`src/rtl/muldiv_hilo_pkg.sv`:
```
// Shared ALU control codes and FSM state encoding for the HI/LO multiply/divide unit.
package muldiv_hilo_pkg;

   localparam logic [4:0] MULT_CONTROL = 5'b01010;
   localparam logic [4:0] DIV_CONTROL  = 5'b01011;
   localparam logic [4:0] MTHI_CONTROL = 5'b01100;
   localparam logic [4:0] MTLO_CONTROL = 5'b01101;

   typedef enum logic [2:0] {
      StIdle,
      StMul,
      StDiv,
      StFix,
      StDone
   } state_e;

endpackage

```
`src/rtl/muldiv_hilo_if.sv`:
```
// EX-stage request/response bundle between the pipeline and the HI/LO unit.
interface muldiv_hilo_if #(
   parameter int unsigned WIDTH = 32
);
   logic             start_i;
   logic [4:0]       alucontrol_i;
   logic             signed_i;
   logic [WIDTH-1:0] a_i;
   logic [WIDTH-1:0] b_i;
   logic             flush_i;
   logic             stall_o;
   logic             done_o;
   logic [WIDTH-1:0] hi_o;
   logic [WIDTH-1:0] lo_o;

   modport master (
      output start_i, alucontrol_i, signed_i, a_i, b_i, flush_i,
      input  stall_o, done_o, hi_o, lo_o
   );

   modport slave (
      input  start_i, alucontrol_i, signed_i, a_i, b_i, flush_i,
      output stall_o, done_o, hi_o, lo_o
   );

endinterface

```
`src/rtl/muldiv_hilo_div_radix2.sv`:
```
// Unsigned radix-2 restoring divider: one shift-subtract step per cycle on magnitudes.
module muldiv_hilo_div_radix2 #(
   parameter int unsigned WIDTH = 32,
   parameter int unsigned ITERS = 32
) (
   input  logic             clk,
   input  logic             rst,
   input  logic             i_start,
   input  logic             i_abort,
   input  logic [WIDTH-1:0] i_dividend,
   input  logic [WIDTH-1:0] i_divisor,
   output logic [WIDTH-1:0] o_quotient,
   output logic [WIDTH-1:0] o_remainder,
   output logic             o_done
);

   localparam int unsigned     CntW    = $clog2(ITERS);
   localparam logic [CntW-1:0] LastCnt = CntW'(ITERS - 1);

   logic [WIDTH-1:0] r_rem;
   logic [WIDTH-1:0] r_quo;
   logic [WIDTH-1:0] r_div;
   logic [CntW-1:0]  r_cnt;
   logic             r_busy;

   logic [WIDTH:0]   w_shift;
   logic [WIDTH:0]   w_trial;
   logic             w_fits;

   // Dividend bits enter the partial remainder MSB-first; r_quo doubles as the shift source.
   assign w_shift = {r_rem, r_quo[WIDTH-1]};
   assign w_trial = w_shift - {1'b0, r_div};
   assign w_fits  = ~w_trial[WIDTH];

   always_ff @(posedge clk or posedge rst) begin
      if (rst) begin
         r_rem  <= '0;
         r_quo  <= '0;
         r_div  <= '0;
         r_cnt  <= '0;
         r_busy <= 1'b0;
      end else if (i_abort) begin
         r_busy <= 1'b0;
      end else if (i_start) begin
         r_rem  <= '0;
         r_quo  <= i_dividend;
         r_div  <= i_divisor;
         r_cnt  <= '0;
         r_busy <= 1'b1;
      end else if (r_busy) begin
         r_rem  <= w_fits ? w_trial[WIDTH-1:0] : w_shift[WIDTH-1:0];
         r_quo  <= {r_quo[WIDTH-2:0], w_fits};
         r_cnt  <= r_cnt + CntW'(1);
         if (r_cnt == LastCnt) begin
            r_busy <= 1'b0;
         end
      end
   end

   assign o_done      = r_busy & (r_cnt == LastCnt);
   assign o_quotient  = r_quo;
   assign o_remainder = r_rem;

endmodule

```
`src/rtl/muldiv_hilo.sv`:
```
// EX-stage multiply/divide unit with architectural HI/LO and a combinational pipeline stall.
module muldiv_hilo
   import muldiv_hilo_pkg::*;
#(
   parameter int unsigned WIDTH     = 32,
   parameter int unsigned DIV_ITERS = 32
) (
   input logic           clk,
   input logic           rst,
   muldiv_hilo_if.slave  io_bus
);

   state_e r_state;
   state_e w_state_next;

   logic [WIDTH-1:0]   r_a;
   logic [WIDTH-1:0]   r_b;
   logic [WIDTH-1:0]   r_hi;
   logic [WIDTH-1:0]   r_lo;
   logic               r_signed;
   logic               r_neg_q;
   logic               r_neg_r;
   logic               r_div_zero;

   logic               w_is_mul;
   logic               w_is_div;
   logic               w_is_mthi;
   logic               w_is_mtlo;
   logic               w_issue;
   logic               w_a_neg;
   logic               w_b_neg;
   logic [WIDTH-1:0]   w_abs_a;
   logic [WIDTH-1:0]   w_abs_b;
   logic [2*WIDTH-1:0] w_a_ext;
   logic [2*WIDTH-1:0] w_b_ext;
   logic [2*WIDTH-1:0] w_prod;
   logic [WIDTH-1:0]   w_quo;
   logic [WIDTH-1:0]   w_rem;
   logic [WIDTH-1:0]   w_quo_fix;
   logic [WIDTH-1:0]   w_rem_fix;
   logic               w_div_done;

   assign w_is_mul  = (io_bus.alucontrol_i == MULT_CONTROL);
   assign w_is_div  = (io_bus.alucontrol_i == DIV_CONTROL);
   assign w_is_mthi = (io_bus.alucontrol_i == MTHI_CONTROL);
   assign w_is_mtlo = (io_bus.alucontrol_i == MTLO_CONTROL);
   assign w_issue   = (r_state == StIdle) & io_bus.start_i & ~io_bus.flush_i;

   assign w_a_neg = io_bus.signed_i & io_bus.a_i[WIDTH-1];
   assign w_b_neg = io_bus.signed_i & io_bus.b_i[WIDTH-1];
   assign w_abs_a = w_a_neg ? -io_bus.a_i : io_bus.a_i;
   assign w_abs_b = w_b_neg ? -io_bus.b_i : io_bus.b_i;

   // Sign/zero-extend to 2*WIDTH so one truncated multiply serves MULT and MULTU.
   assign w_a_ext = {{WIDTH{r_signed & r_a[WIDTH-1]}}, r_a};
   assign w_b_ext = {{WIDTH{r_signed & r_b[WIDTH-1]}}, r_b};
   assign w_prod  = w_a_ext * w_b_ext;

   muldiv_hilo_div_radix2 #(
      .WIDTH (WIDTH),
      .ITERS (DIV_ITERS)
   ) u_div (
      .clk         (clk),
      .rst         (rst),
      .i_start     (w_issue & w_is_div),
      .i_abort     (io_bus.flush_i),
      .i_dividend  (w_abs_a),
      .i_divisor   (w_abs_b),
      .o_quotient  (w_quo),
      .o_remainder (w_rem),
      .o_done      (w_div_done)
   );

   assign w_quo_fix = r_neg_q ? -w_quo : w_quo;
   assign w_rem_fix = r_neg_r ? -w_rem : w_rem;

   always_ff @(posedge clk or posedge rst) begin
      if (rst) begin
         r_state <= StIdle;
      end else begin
         r_state <= w_state_next;
      end
   end

   always_comb begin
      w_state_next   = r_state;
      io_bus.stall_o = 1'b0;
      io_bus.done_o  = 1'b0;
      case (r_state)
         StIdle: begin
            if (w_issue & w_is_mul) begin
               w_state_next = StMul;
            end else if (w_issue & w_is_div) begin
               w_state_next = StDiv;
            end
            io_bus.stall_o = w_issue & (w_is_mul | w_is_div);
         end
         StMul: begin
            io_bus.stall_o = 1'b1;
            w_state_next   = io_bus.flush_i ? StIdle : StDone;
         end
         StDiv: begin
            io_bus.stall_o = 1'b1;
            if (io_bus.flush_i) begin
               w_state_next = StIdle;
            end else if (w_div_done) begin
               w_state_next = StFix;
            end
         end
         StFix: begin
            io_bus.stall_o = 1'b1;
            w_state_next   = io_bus.flush_i ? StIdle : StDone;
         end
         StDone: begin
            // Commit already happened: start_i and flush_i are both ignored here.
            io_bus.done_o = 1'b1;
            w_state_next  = StIdle;
         end
         default: w_state_next = StIdle;
      endcase
   end

   always_ff @(posedge clk or posedge rst) begin
      if (rst) begin
         r_a        <= '0;
         r_b        <= '0;
         r_signed   <= 1'b0;
         r_neg_q    <= 1'b0;
         r_neg_r    <= 1'b0;
         r_div_zero <= 1'b0;
      end else if (w_issue & (w_is_mul | w_is_div)) begin
         r_a        <= io_bus.a_i;
         r_b        <= io_bus.b_i;
         r_signed   <= io_bus.signed_i;
         r_neg_q    <= w_a_neg ^ w_b_neg;
         r_neg_r    <= w_a_neg;
         r_div_zero <= (io_bus.b_i == '0);
      end
   end

   always_ff @(posedge clk or posedge rst) begin
      if (rst) begin
         r_hi <= '0;
         r_lo <= '0;
      end else begin
         case (r_state)
            StIdle: begin
               if (w_issue & w_is_mthi) r_hi <= io_bus.a_i;
               if (w_issue & w_is_mtlo) r_lo <= io_bus.a_i;
            end
            StMul: begin
               if (!io_bus.flush_i) {r_hi, r_lo} <= w_prod;
            end
            StFix: begin
               if (!io_bus.flush_i) begin
                  r_hi <= r_div_zero ? r_a : w_rem_fix;
                  r_lo <= r_div_zero ? '1 : w_quo_fix;
               end
            end
            default: ;
         endcase
      end
   end

   assign io_bus.hi_o = r_hi;
   assign io_bus.lo_o = r_lo;

endmodule

```
`src/flat_wrapper.sv`:
```
// flat-port wrapper written by rule: the top's interface ports become plain ports
module muldiv_hilo_flat import muldiv_hilo_pkg::*;
#(
   parameter int unsigned WIDTH     = 32,
   parameter int unsigned DIV_ITERS = 32
)
  (clk, rst, io_bus_start_i, io_bus_alucontrol_i, io_bus_signed_i, io_bus_a_i, io_bus_b_i, io_bus_flush_i, io_bus_stall_o, io_bus_done_o, io_bus_hi_o, io_bus_lo_o);
  muldiv_hilo_if #(.WIDTH(WIDTH)) io_bus_i ();
  input logic clk;
  input logic rst;
  input wire logic [$bits(io_bus_i.start_i)-1:0] io_bus_start_i;
  input wire logic [$bits(io_bus_i.alucontrol_i)-1:0] io_bus_alucontrol_i;
  input wire logic [$bits(io_bus_i.signed_i)-1:0] io_bus_signed_i;
  input wire logic [$bits(io_bus_i.a_i)-1:0] io_bus_a_i;
  input wire logic [$bits(io_bus_i.b_i)-1:0] io_bus_b_i;
  input wire logic [$bits(io_bus_i.flush_i)-1:0] io_bus_flush_i;
  output wire logic [$bits(io_bus_i.stall_o)-1:0] io_bus_stall_o;
  output wire logic [$bits(io_bus_i.done_o)-1:0] io_bus_done_o;
  output wire logic [$bits(io_bus_i.hi_o)-1:0] io_bus_hi_o;
  output wire logic [$bits(io_bus_i.lo_o)-1:0] io_bus_lo_o;
  assign io_bus_i.start_i = io_bus_start_i;
  assign io_bus_i.alucontrol_i = io_bus_alucontrol_i;
  assign io_bus_i.signed_i = io_bus_signed_i;
  assign io_bus_i.a_i = io_bus_a_i;
  assign io_bus_i.b_i = io_bus_b_i;
  assign io_bus_i.flush_i = io_bus_flush_i;
  assign io_bus_stall_o = io_bus_i.stall_o;
  assign io_bus_done_o = io_bus_i.done_o;
  assign io_bus_hi_o = io_bus_i.hi_o;
  assign io_bus_lo_o = io_bus_i.lo_o;
  muldiv_hilo #(.WIDTH(WIDTH), .DIV_ITERS(DIV_ITERS)) u_core (.clk(clk), .rst(rst), .io_bus(io_bus_i));
endmodule
```
`config.mk`:
```
export PLATFORM = sky130hd
export DESIGN_NAME = muldiv_hilo_flat
export DESIGN_NICKNAME = d
export VERILOG_FILES = /design/src/rtl/muldiv_hilo_pkg.sv /design/src/rtl/muldiv_hilo_if.sv /design/src/rtl/muldiv_hilo_div_radix2.sv /design/src/rtl/muldiv_hilo.sv /design/src/flat_wrapper.sv
export SDC_FILE = /design/constraint.sdc
export NUM_CORES = 2
export LEC_CHECK = 0
export CAP_MARGIN = 20
export CORE_MARGIN = 5
export CORE_UTILIZATION = 50
export CTS_CLUSTER_DIAMETER = 120
export CTS_CLUSTER_SIZE = 40
export DETAILED_ROUTE_END_ITERATION = 8
export GPL_ROUTABILITY_DRIVEN = 0
export GPL_TIMING_DRIVEN = 0
export HOLD_SLACK_MARGIN = 0.08
export MAX_ROUTING_LAYER = met4
export PLACE_DENSITY = 0.73
export SYNTH_ARGS = -nofsm -noshare
export SYNTH_HDL_FRONTEND = slang
export SYNTH_SLANG_ARGS = --single-unit
```
`constraint.sdc`:
```
create_clock -name clk -period 22.6 [get_ports clk]
set_input_delay 4.52 -clock clk [delete_from_list [all_inputs] [get_ports clk]]
set_output_delay 4.52 -clock clk [all_outputs]
set_load 0.01 [all_outputs]
```
; Yosys cells after proc, flatten, opt, wreduce, memory -nomap -nowiden
; Cells that the tools add are included.
[classes]
addsub = 6
n_mul = 1
n_eq_ne = 15
n_mux = 33
bitwise_logic = 16
n_reduce_logical = 11
[op_table]
columns = operator, n
row1 = $mux W32, 17
row2 = $pmux W32 S3, 2
row3 = $neg A32 Y32, 4
row4 = $mul A33 B33 Y64, 1
row5 = $sub A33 B32 Y33, 1
row6 = $logic_not A32 Y1, 1
row7 = $eq A5 B4 Y1 const B, 4
row8 = $mux W3, 5
row9 = $and A1 B1 Y1, 12
row10 = $mux W5, 2
row11 = $pmux W3 S3, 1
row12 = $ne A2 B2 Y1 const B, 4
row13 = $reduce_and A4 Y1, 2
row14 = $eq A3 B2 Y1 const B, 2
row15 = $ne A3 B3 Y1 const B, 2
row16 = $reduce_and A2 Y1, 3
row17 = $add A5 B1 Y5 const B, 1
row18 = $eq A5 B5 Y1 const B, 1
row19 = $mux W1, 5
row20 = $eq A3 B1 Y1 const B, 1
row21 = $eq A3 B3 Y1 const B, 1
row22 = $logic_not A3 Y1, 1
row23 = $reduce_bool A3 Y1, 1
row24 = $reduce_or A3 Y1, 1
row25 = 6 further kinds, 7
[totals]
ff_bits = 237
inputBits = 74
output_inout_bits = 66
word_cells = 96

; Longest topological paths before layout
[logic_depth]
word_depth = 7
depth_mapped = 31
ltp_nobuf = 28

; By module
; Synthesis repeated with hierarchy kept, for this count alone.
[hier_totals]
hier_cells = 6092
hier_area_um2 = 53118.4
[by_module_without_submodules]
columns = module, instances, cells_per_inst, area_each_um2, seq_area_each_um2
row1 = muldiv_hilo, 1, 5361, 46918.7, 3378.2
row2 = muldiv_hilo_div_radix2, 1, 731, 6199.7, 2552.4

; Worst setup path after synthesis
; Ideal clock, no wire load.
[synth_timing]
path_kind = input -> output
from = input port io_bus_flush_i
to = output port io_bus_stall_o
t_arrival_ns = 5.726
required_ns = 18.080
setup_slack_ns = 12.354
path_stages = 7
path_buffers = 2
path_cell_list = nor2_1 -> nand3_1 -> nor4_1 -> nand3b_1 -> clkbuf_1 -> clkbuf_1 -> a21oi_1
[synth_between]
elab_chain_len = 4
[synth_rtl]
columns = element, line_no
row1 = start: declaration, flat_wrapper.sv:16  ; input wire logic [$bits(io_bus_i.flush_i)-1:0] io_bus_flush_i;
row2 = $not A1 Y1 (no source line), --
row3 = $and A1 B1 Y1, muldiv_hilo.sv:47  ; assign w_issue = (r_state == StIdle) & io_bus.start_i & ~io_bus.flush_i;
row4 = $and A1 B1 Y1, muldiv_hilo.sv:96  ; io_bus.stall_o = w_issue & (w_is_mul | w_is_div);
row5 = $pmux W1 S2, muldiv_hilo.sv:89  ; case (r_state)
row6 = end: declaration, flat_wrapper.sv:17  ; output wire logic [$bits(io_bus_i.stall_o)-1:0] io_bus_stall_o;
; No other way between the ends.

; Worst setup path in the final report
; Ends and elaborated chain as after synthesis.

==> impl_metrics.prom <==
# TYPE chip_impl_metric gauge
chip_impl_info{name="run_status",value="finished, final reports clean"} 1
chip_impl_metric{name="drt_pre_antenna_iters",unit=""} 9
chip_impl_metric{name="crit_fanout",unit=""} 10
chip_impl_metric{name="sinks_on_the_clock_net",unit=""} 237
chip_impl_metric{name="multi_input_area",unit="sq um"} 41190
chip_impl_metric{name="area_growth_syn_to_layout",unit="%"} 6.883
chip_impl_info{name="synth-main-ff-cell",value="sky130_fd_sc_hd__dfrtp_1"} 1
chip_impl_metric{name="ys_seq_area_share",unit="%"} 11.19
chip_impl_metric{name="avgViaCountPerCell",unit=""} 5.939
chip_impl_metric{name="syn_nets",unit=""} 7430
chip_impl_metric{name="max_cap_violations",unit=""} 0
chip_impl_info{name="cts_tree",value="done"} 1
chip_impl_metric{name="arrival",unit="ps"} 7570
chip_impl_metric{name="grt_max_degree",unit=""} 108
chip_impl_metric{name="post-place-cells",unit=""} 7512
chip_impl_metric{name="worst-endpoint-required",unit="ps"} 18080
chip_impl_metric{name="synth.avg_cell_area",unit="sq um"} 8.861
chip_impl_metric{name="total_grt_overflow",unit=""} 0
chip_impl_metric{name="setup_viol",unit=""} 0
chip_impl_info{name="rsz_0062_raised_after_global_routing",value="no"} 1
chip_impl_metric{name="num-nets-final",unit=""} 7585
chip_impl_info{name="hold_start",value="u_core.u_div.r_div[11]"} 1
chip_impl_metric{name="finalCoreUtilization",unit="%"} 53.80
chip_impl_info{name="timing.rr.start",value="u_core.r_a[16]"} 1
chip_impl_metric{name="syn_inst",unit=""} 5980
chip_impl_metric{name="clk_pin_slew_worst_paths",unit="ps"} 140
chip_impl_info{name="hold_class",value="flop to flop"} 1
chip_impl_metric{name="area_of_the_core",unit="sq um"} 105300
chip_impl_metric{name="fin_cells",unit=""} 7560
chip_impl_metric{name="ctsResizeCount",unit=""} 0
chip_impl_metric{name="relSlewSlack",unit="%"} 16.42
chip_impl_metric{name="synth_area",unit="sq um"} 52990
chip_impl_metric{name="seqCellArea",unit="sq um"} 5931
chip_impl_metric{name="cts.repair_timing.setup_buffer_count",unit=""} 0
chip_impl_metric{name="post_synth_xor_area_fraction",unit="%"} 3.587
chip_impl_metric{name="tritoncts.num_buffers",unit=""} 10
chip_impl_metric{name="drt.antenna.violating_nets",unit=""} 0
chip_impl_metric{name="fp.dieW",unit="um"} 335.6
chip_impl_metric{name="synth.mux.area_fraction",unit="%"} 1.931
chip_impl_info{name="clk_root_buffer_cell",value="sky130_fd_sc_hd__clkbuf_16"} 1
chip_impl_metric{name="drc_errors",unit=""} 0
chip_impl_metric{name="groute.usage.overall",unit="%"} 35.20
chip_impl_metric{name="worst_skew_pair.late_latency",unit="ps"} 530
chip_impl_metric{name="initial_core_utilization",unit="%"} 50.34
chip_impl_metric{name="final_cell_area",unit="sq um"} 56640
chip_impl_metric{name="grt_antenna_before_repair",unit=""} 14
chip_impl_metric{name="ys_seq_elements",unit=""} 237
chip_impl_metric{name="yosysWarningCount",unit=""} 0
chip_impl_metric{name="final_critical_path_required_period",unit="ps"} 12090
chip_impl_metric{name="timing.final.crit_share",unit="%"} 53.49
chip_impl_metric{name="ctsHtreeMaxLevel",unit=""} 1
chip_impl_metric{name="drv_slew",unit=""} 0
chip_impl_metric{name="least_margin_pin_slew",unit="ps"} 1254
chip_impl_metric{name="drt_wl_total",unit="um"} 191700
chip_impl_metric{name="yosysUniqueCellTypes",unit=""} 80
chip_impl_metric{name="cts_hold_buffers",unit=""} 0
chip_impl_metric{name="postSynth.asyncResetShare",unit="%"} 100.0
chip_impl_info{name="criticalPathCategory",value="input pin to output pin"} 1
chip_impl_metric{name="finalHoldViolations",unit=""} 0
chip_impl_metric{name="synthAdderAreaFrac",unit="%"} 48.44
chip_impl_metric{name="placementRows",unit=""} 119
chip_impl_info{name="synth_top_family_by_area",value="adder cells"} 1
chip_impl_metric{name="clock_skew",unit="ps"} 46.12
chip_impl_metric{name="totalNegativeSetupSlack",unit="ps"} 0
chip_impl_info{name="type_of_origin_of_the_critical_path",value="input pin"} 1
chip_impl_metric{name="fillers",unit=""} 9497
chip_impl_metric{name="grt_first_pass_wirelength",unit="um"} 289000
chip_impl_metric{name="max_freq",unit="MHz"} 82.72
chip_impl_metric{name="synth_simple_gate_area_share",unit="%"} 15.34
chip_impl_metric{name="max-clock-path-buffers",unit=""} 3
chip_impl_metric{name="hpwl_after_detailed_placement",unit="um"} 158200
chip_impl_metric{name="dr.first_iter.drc_count",unit=""} 5276
chip_impl_metric{name="io_pins",unit=""} 140
chip_impl_metric{name="grt_pass1_vias",unit=""} 46534
chip_impl_metric{name="die_h",unit="um"} 335.6
chip_impl_metric{name="vias",unit=""} 44900
chip_impl_metric{name="die_area",unit="sq um"} 112600
chip_impl_metric{name="wl_per_cell",unit="um"} 25.36
chip_impl_metric{name="synth_compound_area_share",unit="%"} 8.429
chip_impl_metric{name="count_of_flip_flops_with_a_built_in_enable_after_synthesis",unit=""} 0
chip_impl_metric{name="postPlaceCellArea",unit="sq um"} 56220
chip_impl_info{name="crit_path_start",value="io_bus_flush_i"} 1
chip_impl_metric{name="drive_gt1_share",unit="%"} 1.841
chip_impl_metric{name="io_buffers",unit=""} 135
chip_impl_info{name="endpoint_kind_of_the_worst_setup_timing_path",value="output pin"} 1
==> kinds of logic (layout without fill, tap and decap cells) <==
logic type,after synthesis,count (layout)
compound gates,716,716
mux,95,95
fa+ha+maj,1376,1376
buf+inv,1560,1718
xor+xnor,217,217
simple gates,1779,1779
flops,237,237
other cells,0,31
==> cell usage after synthesis (85+ instances only) <==
cell type	instances	area share, %
sky130_fd_sc_hd__xnor2_1	132	2.2
sky130_fd_sc_hd__o21ai_0	210	2.0
sky130_fd_sc_hd__dfrtp_1	237	11
sky130_fd_sc_hd__xor2_1	85	1.4
sky130_fd_sc_hd__a21oi_1	186	1.8
sky130_fd_sc_hd__nand2_1	965	6.8
sky130_fd_sc_hd__inv_1	1190	8.4
sky130_fd_sc_hd__fa_1	1126	43
sky130_fd_sc_hd__nor2_1	226	1.6
sky130_fd_sc_hd__clkbuf_1	357	2.5
sky130_fd_sc_hd__ha_1	250	5.9
sky130_fd_sc_hd__and2_1	356	4.2
==> registers in the layout (all words and copies together) (netlist names), 3 cells and up <==
register / cells
u_core.u_div.r_cnt: 5
u_core.r_b: 32
u_core.io_bus.hi_o: 32
u_core.u_div.o_remainder: 32
u_core.u_div.o_quotient: 32
u_core.r_state: 3
u_core.io_bus.lo_o: 32
u_core.r_a: 32
u_core.u_div.r_div: 32
==> through the flow <==
step / hold slack, ps / worst slack (ps)
floorplan: 449.8 / 11580
global placement: 453.8 / 8383
detailed placement: 464.7 / 10580
CTS: 497.7 / 10570
global route: 521.1 / 10430
finish: 496.6 / 10510
==> worst max-delay path, cell delays in order <==
cell and delay, ps:
sky130_fd_sc_hd__clkdlybuf4s50_1 450, sky130_fd_sc_hd__nor2_1 240, sky130_fd_sc_hd__nand3_1 110, sky130_fd_sc_hd__nor4_1 310, sky130_fd_sc_hd__nand3b_1 210, sky130_fd_sc_hd__clkbuf_1 420, sky130_fd_sc_hd__clkbuf_1 460, sky130_fd_sc_hd__a21oi_1 260
sky130_fd_sc_hd__clkdlybuf4s50_1 560
==> metal layers <==
| layer | up-vias | global-route usage, % | wire length [um] |
|---|---|---|---|
| met3 | 866 | 13.89 | 28470 |
| li1 | 18492 | - | - |
| met4 | 0 | 22.75 | 17300 |
| met1 | 22332 | 42.11 | 66290 |
| met2 | 3210 | 49.51 | 79660 |
| met5 | - | - | 0 |
==> layout make-up <==
class                      instances  share of cell area, %
timing repair buffer             143                  2.640
multi-input combinational       4183                  72.72
sequential                       237                  10.47
antenna                           31                 0.1370
tap                             1391                  3.073
clock inverter                     3                0.08395
clock buffer                      12                 0.4926
buffer                           370                  2.479
inverter                        1190                  7.900
==> worst paths after layout <==
path                       cells after the start                      endpoint  slack, ps
max reg2reg                                   27        u_core.io_bus.hi_o[31]      12070
min in group asynchronous                      2         u_core.u_div.r_cnt[2]       4310
max                                            9                io_bus_stall_o      10510
min reg2reg                                    2        u_core.u_div.r_div[11]        500
min                                            2        u_core.u_div.r_div[11]        500
max in group asynchronous                      3  u_core.u_div.o_remainder[24]      17420
==> cells in the final DEF, fill, tap and decap left out, drive strengths merged, types with 31 or more instances in the layout <==
cell type      instances
inv                 1193
fa                  1126
nand2                965
clkbuf               370
and2                 357
ha                   250
dfrtp                237
nor2                 226
o21ai                219
a21oi                186
clkdlybuf4s50        135
xnor2                132
xor2                  85
a31oi                 59
mux2                  58
nand3                 50
a21o                  49
mux2i                 37
o31ai                 33
diode                 31
and3                  31
Power is left out: the tool's default activity adds up to more than one toggle a clock period on the data nets, which glitch-free logic cannot reach.
